<file path="src/rtl/synth_pkg.sv">
// Shared types, tuning table and wave shaper for the polyphonic synth core.
package synth_pkg;

    typedef enum logic [1:0] {
        StIdle,
        StAttack,
        StSustain,
        StRelease
    } voice_state_t;

    typedef enum logic [1:0] {
        WaveSaw    = 2'd0,
        WaveSquare = 2'd1,
        WaveTri    = 2'd2,
        WavePulse  = 2'd3
    } wave_t;

    localparam int unsigned INC_TABLE_LEN = 25;

    // Phase increments for 261.63 Hz upward in semitones at a 46.875 kHz tick.
    localparam logic [15:0] INC_TABLE [INC_TABLE_LEN] = '{
        16'd366,  16'd388,  16'd411,  16'd435,  16'd461,
        16'd488,  16'd517,  16'd548,  16'd581,  16'd615,
        16'd652,  16'd691,  16'd732,  16'd775,  16'd821,
        16'd870,  16'd922,  16'd977,  16'd1035, 16'd1096,
        16'd1161, 16'd1230, 16'd1304, 16'd1381, 16'd1463
    };

    function automatic logic [7:0] wave_shape(input logic [7:0] p, input wave_t sel);
        logic [7:0] dbl;
        logic [7:0] y;
        dbl = {p[6:0], 1'b0};
        y   = p;
        unique case (sel)
            WaveSaw:    y = p;
            WaveSquare: y = p[7] ? 8'hff : 8'h00;
            WaveTri:    y = p[7] ? ~dbl : dbl;
            WavePulse:  y = (p[7:6] == 2'b00) ? 8'hff : 8'h00;
        endcase
        return y;
    endfunction

endpackage

</file>
<file path="src/rtl/synth_if.sv">
// Key/control inputs and audio outputs of the synth core.
interface synth_if #(
    parameter int unsigned NUM_KEYS   = 13,
    parameter int unsigned NUM_VOICES = 4
);
    logic [NUM_KEYS-1:0]   key;
    logic [1:0]            octave;
    logic [1:0]            wave_sel;
    logic [7:0]            sample;
    logic                  sample_valid;
    logic [NUM_VOICES-1:0] voice_active;

    modport master (
        output key,
        output octave,
        output wave_sel,
        input  sample,
        input  sample_valid,
        input  voice_active
    );

    modport slave (
        input  key,
        input  octave,
        input  wave_sel,
        output sample,
        output sample_valid,
        output voice_active
    );
endinterface

</file>
<file path="src/rtl/poly_voice.sv">
// One synth voice: phase accumulator, linear attack/release envelope and wave shaper.
module poly_voice
    import synth_pkg::*;
#(
    parameter int unsigned ACC_W        = 16,
    parameter int unsigned ATTACK_STEP  = 16,
    parameter int unsigned RELEASE_STEP = 8
) (
    input  logic         clk,
    input  logic         nRst,
    input  logic         tick,
    input  logic         start,
    input  logic         retrig,
    input  logic         rel,
    input  logic [15:0]  inc,
    input  wave_t        wave_sel,
    output voice_state_t state,
    output logic [7:0]   level,
    output logic [7:0]   wave
);

    logic [ACC_W-1:0] phase;
    logic [8:0]       att_sum;
    logic             att_full;
    logic             rel_empty;

    assign att_sum   = {1'b0, level} + 9'(ATTACK_STEP);
    assign att_full  = (att_sum >= 9'd255);
    assign rel_empty = (level <= 8'(RELEASE_STEP));

    // Allocation events win over the envelope step of a coincident tick.
    always_ff @(posedge clk or negedge nRst) begin
        if (!nRst) begin
            state <= StIdle;
            level <= '0;
            phase <= '0;
        end else if (start) begin
            state <= StAttack;
            level <= '0;
            phase <= '0;
        end else begin
            if (tick && state != StIdle) begin
                phase <= phase + ACC_W'(inc);
            end
            if (retrig) begin
                state <= StAttack;
            end else if (rel) begin
                state <= StRelease;
            end else if (tick) begin
                unique case (state)
                    StIdle: level <= '0;
                    StAttack: begin
                        if (att_full) begin
                            level <= 8'hff;
                            state <= StSustain;
                        end else begin
                            level <= att_sum[7:0];
                        end
                    end
                    StSustain: ;
                    StRelease: begin
                        if (rel_empty) begin
                            level <= '0;
                            state <= StIdle;
                        end else begin
                            level <= level - 8'(RELEASE_STEP);
                        end
                    end
                endcase
            end
        end
    end

    assign wave = wave_shape(phase[ACC_W-1 -: 8], wave_sel);

endmodule

</file>
<file path="src/rtl/poly_synth_core.sv">
// Polyphonic synth: key-event allocator, sample prescaler and voice mixer around poly_voice.
module poly_synth_core
    import synth_pkg::*;
#(
    parameter int unsigned NUM_KEYS     = 13,
    parameter int unsigned NUM_VOICES   = 4,
    parameter int unsigned SAMPLE_DIV   = 256,
    parameter int unsigned ACC_W        = 16,
    parameter int unsigned ATTACK_STEP  = 16,
    parameter int unsigned RELEASE_STEP = 8
) (
    input logic clk,
    input logic nRst,
    synth_if.slave bus
);

    localparam int unsigned KEY_W   = (NUM_KEYS > 1) ? $clog2(NUM_KEYS) : 1;
    localparam int unsigned VOICE_W = $clog2(NUM_VOICES);
    localparam int unsigned CNT_W   = $clog2(SAMPLE_DIV);
    localparam int unsigned MIX_W   = 8 + VOICE_W;

    logic [CNT_W-1:0]      cnt_q;
    logic                  tick;
    logic [NUM_KEYS-1:0]   key_q, key_q_d;
    logic [VOICE_W-1:0]    steal_ptr_q, steal_ptr_d;
    logic [KEY_W-1:0]      owner_q [NUM_VOICES];
    logic [7:0]            sample_q;
    logic                  sample_valid_q;

    logic                  ev_valid, ev_rel;
    logic [KEY_W-1:0]      ev_key;
    logic [NUM_KEYS-1:0]   ev_mask;
    logic                  owned, idle_found;
    logic [VOICE_W-1:0]    own_idx, idle_idx;
    logic [NUM_VOICES-1:0] start_vec, retrig_vec, rel_vec, active;

    voice_state_t          vstate [NUM_VOICES];
    logic [7:0]            vlevel [NUM_VOICES];
    logic [7:0]            vwave  [NUM_VOICES];
    logic [7:0]            vmix   [NUM_VOICES];
    logic [15:0]           vinc   [NUM_VOICES];
    logic [MIX_W-1:0]      mix_sum;

    assign tick = (cnt_q == CNT_W'(SAMPLE_DIV - 1));

    // Releases first, lowest key first; only one event is consumed per cycle.
    always_comb begin
        ev_valid = 1'b0;
        ev_rel   = 1'b0;
        ev_key   = '0;
        ev_mask  = '0;
        for (int i = int'(NUM_KEYS) - 1; i >= 0; i--) begin
            if (key_q[i] && !bus.key[i]) begin
                ev_valid   = 1'b1;
                ev_rel     = 1'b1;
                ev_key     = KEY_W'(i);
                ev_mask    = '0;
                ev_mask[i] = 1'b1;
            end
        end
        if (!ev_valid) begin
            for (int i = int'(NUM_KEYS) - 1; i >= 0; i--) begin
                if (!key_q[i] && bus.key[i]) begin
                    ev_valid   = 1'b1;
                    ev_key     = KEY_W'(i);
                    ev_mask    = '0;
                    ev_mask[i] = 1'b1;
                end
            end
        end
    end

    assign key_q_d = key_q ^ ev_mask;

    always_comb begin
        owned      = 1'b0;
        own_idx    = '0;
        idle_found = 1'b0;
        idle_idx   = '0;
        for (int v = int'(NUM_VOICES) - 1; v >= 0; v--) begin
            if (vstate[v] != StIdle && owner_q[v] == ev_key) begin
                owned   = 1'b1;
                own_idx = VOICE_W'(v);
            end
            if (vstate[v] == StIdle) begin
                idle_found = 1'b1;
                idle_idx   = VOICE_W'(v);
            end
        end
    end

    always_comb begin
        start_vec   = '0;
        retrig_vec  = '0;
        rel_vec     = '0;
        steal_ptr_d = steal_ptr_q;
        if (ev_valid) begin
            if (ev_rel) begin
                if (owned) begin
                    rel_vec[own_idx] = 1'b1;
                end
            end else if (owned) begin
                retrig_vec[own_idx] = 1'b1;
            end else if (idle_found) begin
                start_vec[idle_idx] = 1'b1;
            end else begin
                start_vec[steal_ptr_q] = 1'b1;
                steal_ptr_d            = steal_ptr_q + VOICE_W'(1);
            end
        end
    end

    for (genvar v = 0; v < NUM_VOICES; v++) begin : g_voice
        assign vinc[v]   = INC_TABLE[5'(owner_q[v])] >> bus.octave;
        assign vmix[v]   = 8'((16'(vwave[v]) * 16'(vlevel[v])) >> 8);
        assign active[v] = (vstate[v] != StIdle);

        poly_voice #(
            .ACC_W        (ACC_W),
            .ATTACK_STEP  (ATTACK_STEP),
            .RELEASE_STEP (RELEASE_STEP)
        ) u_voice (
            .clk      (clk),
            .nRst     (nRst),
            .tick     (tick),
            .start    (start_vec[v]),
            .retrig   (retrig_vec[v]),
            .rel      (rel_vec[v]),
            .inc      (vinc[v]),
            .wave_sel (wave_t'(bus.wave_sel)),
            .state    (vstate[v]),
            .level    (vlevel[v]),
            .wave     (vwave[v])
        );
    end

    // Each term is at most 254, so the sum fits MIX_W bits and the shift can't overflow.
    always_comb begin
        mix_sum = '0;
        for (int v = 0; v < int'(NUM_VOICES); v++) begin
            mix_sum = mix_sum + MIX_W'(vmix[v]);
        end
    end

    always_ff @(posedge clk or negedge nRst) begin
        if (!nRst) begin
            cnt_q          <= '0;
            key_q          <= '0;
            steal_ptr_q    <= '0;
            sample_q       <= '0;
            sample_valid_q <= 1'b0;
            for (int v = 0; v < int'(NUM_VOICES); v++) begin
                owner_q[v] <= '0;
            end
        end else begin
            cnt_q          <= tick ? '0 : cnt_q + CNT_W'(1);
            key_q          <= key_q_d;
            steal_ptr_q    <= steal_ptr_d;
            sample_valid_q <= tick;
            if (tick) begin
                sample_q <= mix_sum[MIX_W-1 -: 8];
            end
            for (int v = 0; v < int'(NUM_VOICES); v++) begin
                if (start_vec[v]) begin
                    owner_q[v] <= ev_key;
                end
            end
        end
    end

    assign bus.sample       = sample_q;
    assign bus.sample_valid = sample_valid_q;
    assign bus.voice_active = active;

endmodule

</file>
<file path="src/flat_wrapper.sv">
// flat-port wrapper written by rule: the top's interface ports become plain ports
module poly_synth_core_flat import synth_pkg::*;
#(
    parameter int unsigned NUM_KEYS     = 13,
    parameter int unsigned NUM_VOICES   = 4,
    parameter int unsigned SAMPLE_DIV   = 256,
    parameter int unsigned ACC_W        = 16,
    parameter int unsigned ATTACK_STEP  = 16,
    parameter int unsigned RELEASE_STEP = 8
)
  (clk, nRst, bus_key, bus_octave, bus_wave_sel, bus_sample, bus_sample_valid, bus_voice_active);
  synth_if #(.NUM_KEYS(NUM_KEYS), .NUM_VOICES(NUM_VOICES)) bus_i ();
  input logic clk;
  input logic nRst;
  input wire logic [$bits(bus_i.key)-1:0] bus_key;
  input wire logic [$bits(bus_i.octave)-1:0] bus_octave;
  input wire logic [$bits(bus_i.wave_sel)-1:0] bus_wave_sel;
  output wire logic [$bits(bus_i.sample)-1:0] bus_sample;
  output wire logic [$bits(bus_i.sample_valid)-1:0] bus_sample_valid;
  output wire logic [$bits(bus_i.voice_active)-1:0] bus_voice_active;
  assign bus_i.key = bus_key;
  assign bus_i.octave = bus_octave;
  assign bus_i.wave_sel = bus_wave_sel;
  assign bus_sample = bus_i.sample;
  assign bus_sample_valid = bus_i.sample_valid;
  assign bus_voice_active = bus_i.voice_active;
  poly_synth_core #(.NUM_KEYS(NUM_KEYS), .NUM_VOICES(NUM_VOICES), .SAMPLE_DIV(SAMPLE_DIV), .ACC_W(ACC_W), .ATTACK_STEP(ATTACK_STEP), .RELEASE_STEP(RELEASE_STEP)) u_core (.clk(clk), .nRst(nRst), .bus(bus_i));
endmodule
</file>
<file path="config.mk">
export PLATFORM = sky130hd
export DESIGN_NAME = poly_synth_core_flat
export DESIGN_NICKNAME = d
export VERILOG_FILES = /design/src/rtl/synth_pkg.sv /design/src/rtl/synth_if.sv /design/src/rtl/poly_voice.sv /design/src/rtl/poly_synth_core.sv /design/src/flat_wrapper.sv
export SDC_FILE = /design/constraint.sdc
export NUM_CORES = 1
export LEC_CHECK = 0
export BUFFER_PORTS_ARGS = -buffer_cell sky130_fd_sc_hd__buf_2
export CORE_ASPECT_RATIO = 0.7
export CORE_UTILIZATION = 40
export CTS_CLUSTER_DIAMETER = 100
export DETAILED_ROUTE_END_ITERATION = 10
export GPL_TIMING_DRIVEN = 0
export HOLD_SLACK_MARGIN = 0.06
export MAX_ROUTING_LAYER = met4
export REMOVE_ABC_BUFFERS = 1
export SYNTH_ARGS = -nofsm -noshare
export SYNTH_HDL_FRONTEND = slang
export SYNTH_SLANG_ARGS = --single-unit
</file>
<file path="constraint.sdc">
create_clock -name clk -period 8.75 [get_ports clk]
set_input_delay 0.875 -clock clk [delete_from_list [all_inputs] [get_ports clk]]
set_output_delay 0.875 -clock clk [all_outputs]
set_load 0.03 [all_outputs]
</file>
==> results.md <==
- CP max stage delay: 0.55 ns
- Initial antenna violation count: 0
- Clock sink count: 144
- Setup TNS: 0 ns
- IO Pins: 32
- Grt total ovfl: 0
- Max cap viols: 0
- Yosys cell types: 83
- Die W: 273.6 um
- GRT Util Overall: 20.77%
- Synthesized area per cell: 7.961 sq um
- Hold Crit Class: in -> async
- Commonest cells after routing, fill and taps aside: inv_1, nand2_1, nor2_1, ha_1, a21oi_1
- Die ar.: 52580 sq um
- Bufs on Longest Clock Path: 2
- Sequential Power Share: 22.5%
- Post-Route WL: 52200 um
- Critical path class: in -> reg
- Switching Fraction: 47.91%
- Fmax: 119.5 MHz
- Residual DRC: 0
- DRT Pass-1 Iters: 6
- Period utilisation layout: 95.67%
- Post-synth ARST share: 100.0%
- Switching pwr: 2.210 mW
- Seq/Total Area, Yosys: 17.44%
- Internal power: 2.402 mW
- Netlist Area Pre-Place: 20660 sq um
- WL/cell: 16.18 um
- Routed vias: 17690
- Post-Synthesis Cells: 2595
- Pwr per Cell Area: 208.4 nW/um^2
- Worst path arrival time: 8.72 ns
- Clock latency at the later pin of the worst-skew pair: 0.47 ns
- Fin. max-slew vios: 0
- Most common cell after layout, fill and taps aside: inv_1
- CTS Root Buffer Type: clkbuf_16
- Worst setup EP type: register
- Finished Cell Area: 22130 sq um
- Layout cells sized above 1: 5.133%
- DP HPWL: 39850 um
- Num CTS Buffers: 17
- Global-route wire length before repair: 86300 um
- Post-synth EDFFs: 0
- Area after DPL: 21360 sq um
- Total design power: 4.612 mW
- Finish-stage setup viols: 0
- Clk_skew: 0.01770 ns
- Ant diodes: 0
- Top FF cell, synth: dfrtp_1
- DR iter-0 viols: 1370
- Vias per inst: 5.484
- Lkg Pwr: 10.77 nW
- Clock power share: 18.4%
- Largest net degree at the start of global routing: 98
- Combinational share of power: 59.1%
- Worst slew pin tran: 1.083 ns
- Port Buffer Count: 31
- Slew margin rel.: 27.03%
- Endpoints failing hold: 0
- Initial Utilization: 40.63%
- Critical Path Slowest Stage Cell: fa_1
- ANT nets after route: 0
- Num rows: 69
- Setup bufs post-CTS: 0
- GP Congestion: 0.8813
- Worst R2R Path Depth: 30
- Core area: 50850 sq um
- Die H: 192.1 um
- Worst EP required: 9.10 ns
- Yosys warnings: 0
- Crit start category: primary input
- Most frequent CP cell: fa_1
- Final Critical Period: 8.371 ns
- Vias in the first global route: 16930
- Crit path max fanout: 49
- # hold bufs at CTS: 0
- Clock-pin slew on the worst setup and hold paths: 0.07 ns
- Fin nets: 2952
- CTS tree: built
- Area growth syn-to-layout: 7.134%
- H-tree levels: 4
- Status: finished clean
- Maximum VDD drop: 0.1632 mV
- Flops & latches, synth: 144
-- metrics by stage --
step	std cells	worst slack (ns)	hold WS, ns	util (%)
floorplan	2478	0.9544	0.4474	-
global placement	3183	-1.180	0.4666	41.71
detailed placement	3192	-1.222	0.4744	42.01
CTS	3224	0.1246	0.3325	43.37
global route	3226	-0.04126	0.3570	43.53
finish	3226	0.3788	0.3292	43.53
-- area by class of cell --
type / instances / area, sq um
Tap cell: 674 / 843.3
Inverter: 321 / 1205
Timing Repair Buffer: 40 / 314.1
Sequential cell: 144 / 3603
Multi-Input combinational cell: 2015 / 15510
Fill cell: 5029 / 28720
Clock buffer: 20 / 456.7
Clock inverter: 12 / 205.2
-- registers in the layout, indices dropped and copies added, names as in the netlist --
register                      cells
u_core.cnt_q                      8
u_core.steal_ptr_q                2
u_core.key_q                     13
u_core.g_voice.u_voice.phase     64
u_core.bus.sample                 8
u_core.g_voice.u_voice.state      8
u_core.owner_q                   16
u_core.bus.sample_valid           1
u_core.g_voice.u_voice.level     24
-- synthesized netlist by cell type, types with 8 or more instances --
master,number,area [sq um]
inv_1,317,1190
nand2_1,253,949.7
nor2_1,248,930.9
ha_1,241,3015
a21oi_1,225,1126
fa_1,153,3063
dfrtp_1,144,3603
o21ai_0,129,645.6
clkbuf_1,101,379.1
xnor2_1,71,621.9
and2_1,66,412.9
nor3_1,56,280.3
nand2b_1,43,269.0
nor2b_1,41,256.5
nand3_1,40,200.2
xor2_1,38,332.8
a21o_1,34,255.2
a211oi_1,31,232.7
mux2i_1,29,290.3
o22ai_1,26,162.7
o211ai_1,22,165.2
o21a_1,21,157.7
nor4_1,20,125.1
a31oi_1,19,118.9
nand4_1,18,112.6
a221oi_1,16,140.1
and3_1,14,87.58
mux2_2,13,146.4
or3_1,12,75.07
buf_1,11,41.29
o21bai_1,10,75.07
nand3b_1,8,60.06
nor3b_1,8,60.06
-- repair_timing --
action / in CTS / in global routing
setup endpoints to repair: 6 / 6
gates resized for setup: 8 / 13
hold endpoints to repair: 0 / 0
cloned: 0 / 2
-- power by group through the flow --
stage	Sequential (mW)	Combinational, mW	Clock (mW)
floorplan	0.984	2.16	0
global placement	1.05	2.71	0
detailed placement	1.04	2.67	0
CTS	1.03	2.70	0.867
global route	1.07	3.08	0.890
finish	1.04	2.73	0.849
-- logic make-up (layout without fill, tap and decap cells) --
group	after synthesis	count (layout)	share of synthesized area, %
simple gates	852	854	19.53
compound gates	612	612	18.59
buf+inv	438	393	8.012
fa+ha+maj	394	394	29.42
flops	144	144	17.44
xor+xnor	109	109	4.621
mux	46	46	2.386
-- worst max-delay path: cells and delay by family --
family	cells	cell delay, ns
XOR/XNOR	2	0.66
AO/OA/AOI/OAI	11	1.77
adder cells (fa/ha/maj)	8	3.59
AND/OR/NAND/NOR	6	1.30
buffers and inverters	3	0.43
-- path summary, 6_finish.rpt --
path | to | from | slack, ns
setup / recovery | u_core.bus.sample[7] | bus_wave_sel[1] | 0.38
hold / removal | u_core.g_voice[1].u_voice.phase[15] | nRst | 0.33
setup reg to reg | u_core.bus.sample[7] | u_core.g_voice[1].u_voice.phase[15] | 0.52
hold reg to reg | u_core.cnt_q[0] | u_core.cnt_q[0] | 0.48
max in group asynchronous | u_core.g_voice[0].u_voice.phase[15] | nRst | 7.57
min in group clk | u_core.cnt_q[0] | u_core.cnt_q[0] | 0.48
-- metal layers --
metal / part of all wire [%] / track usage (%)
met1: 51 / 29.86
met2: 43 / 31.08
met3: 5.1 / 2.863
met4: 0.84 / 3.782
met5: 0 / -
Power figures use the tool's default switching activity.
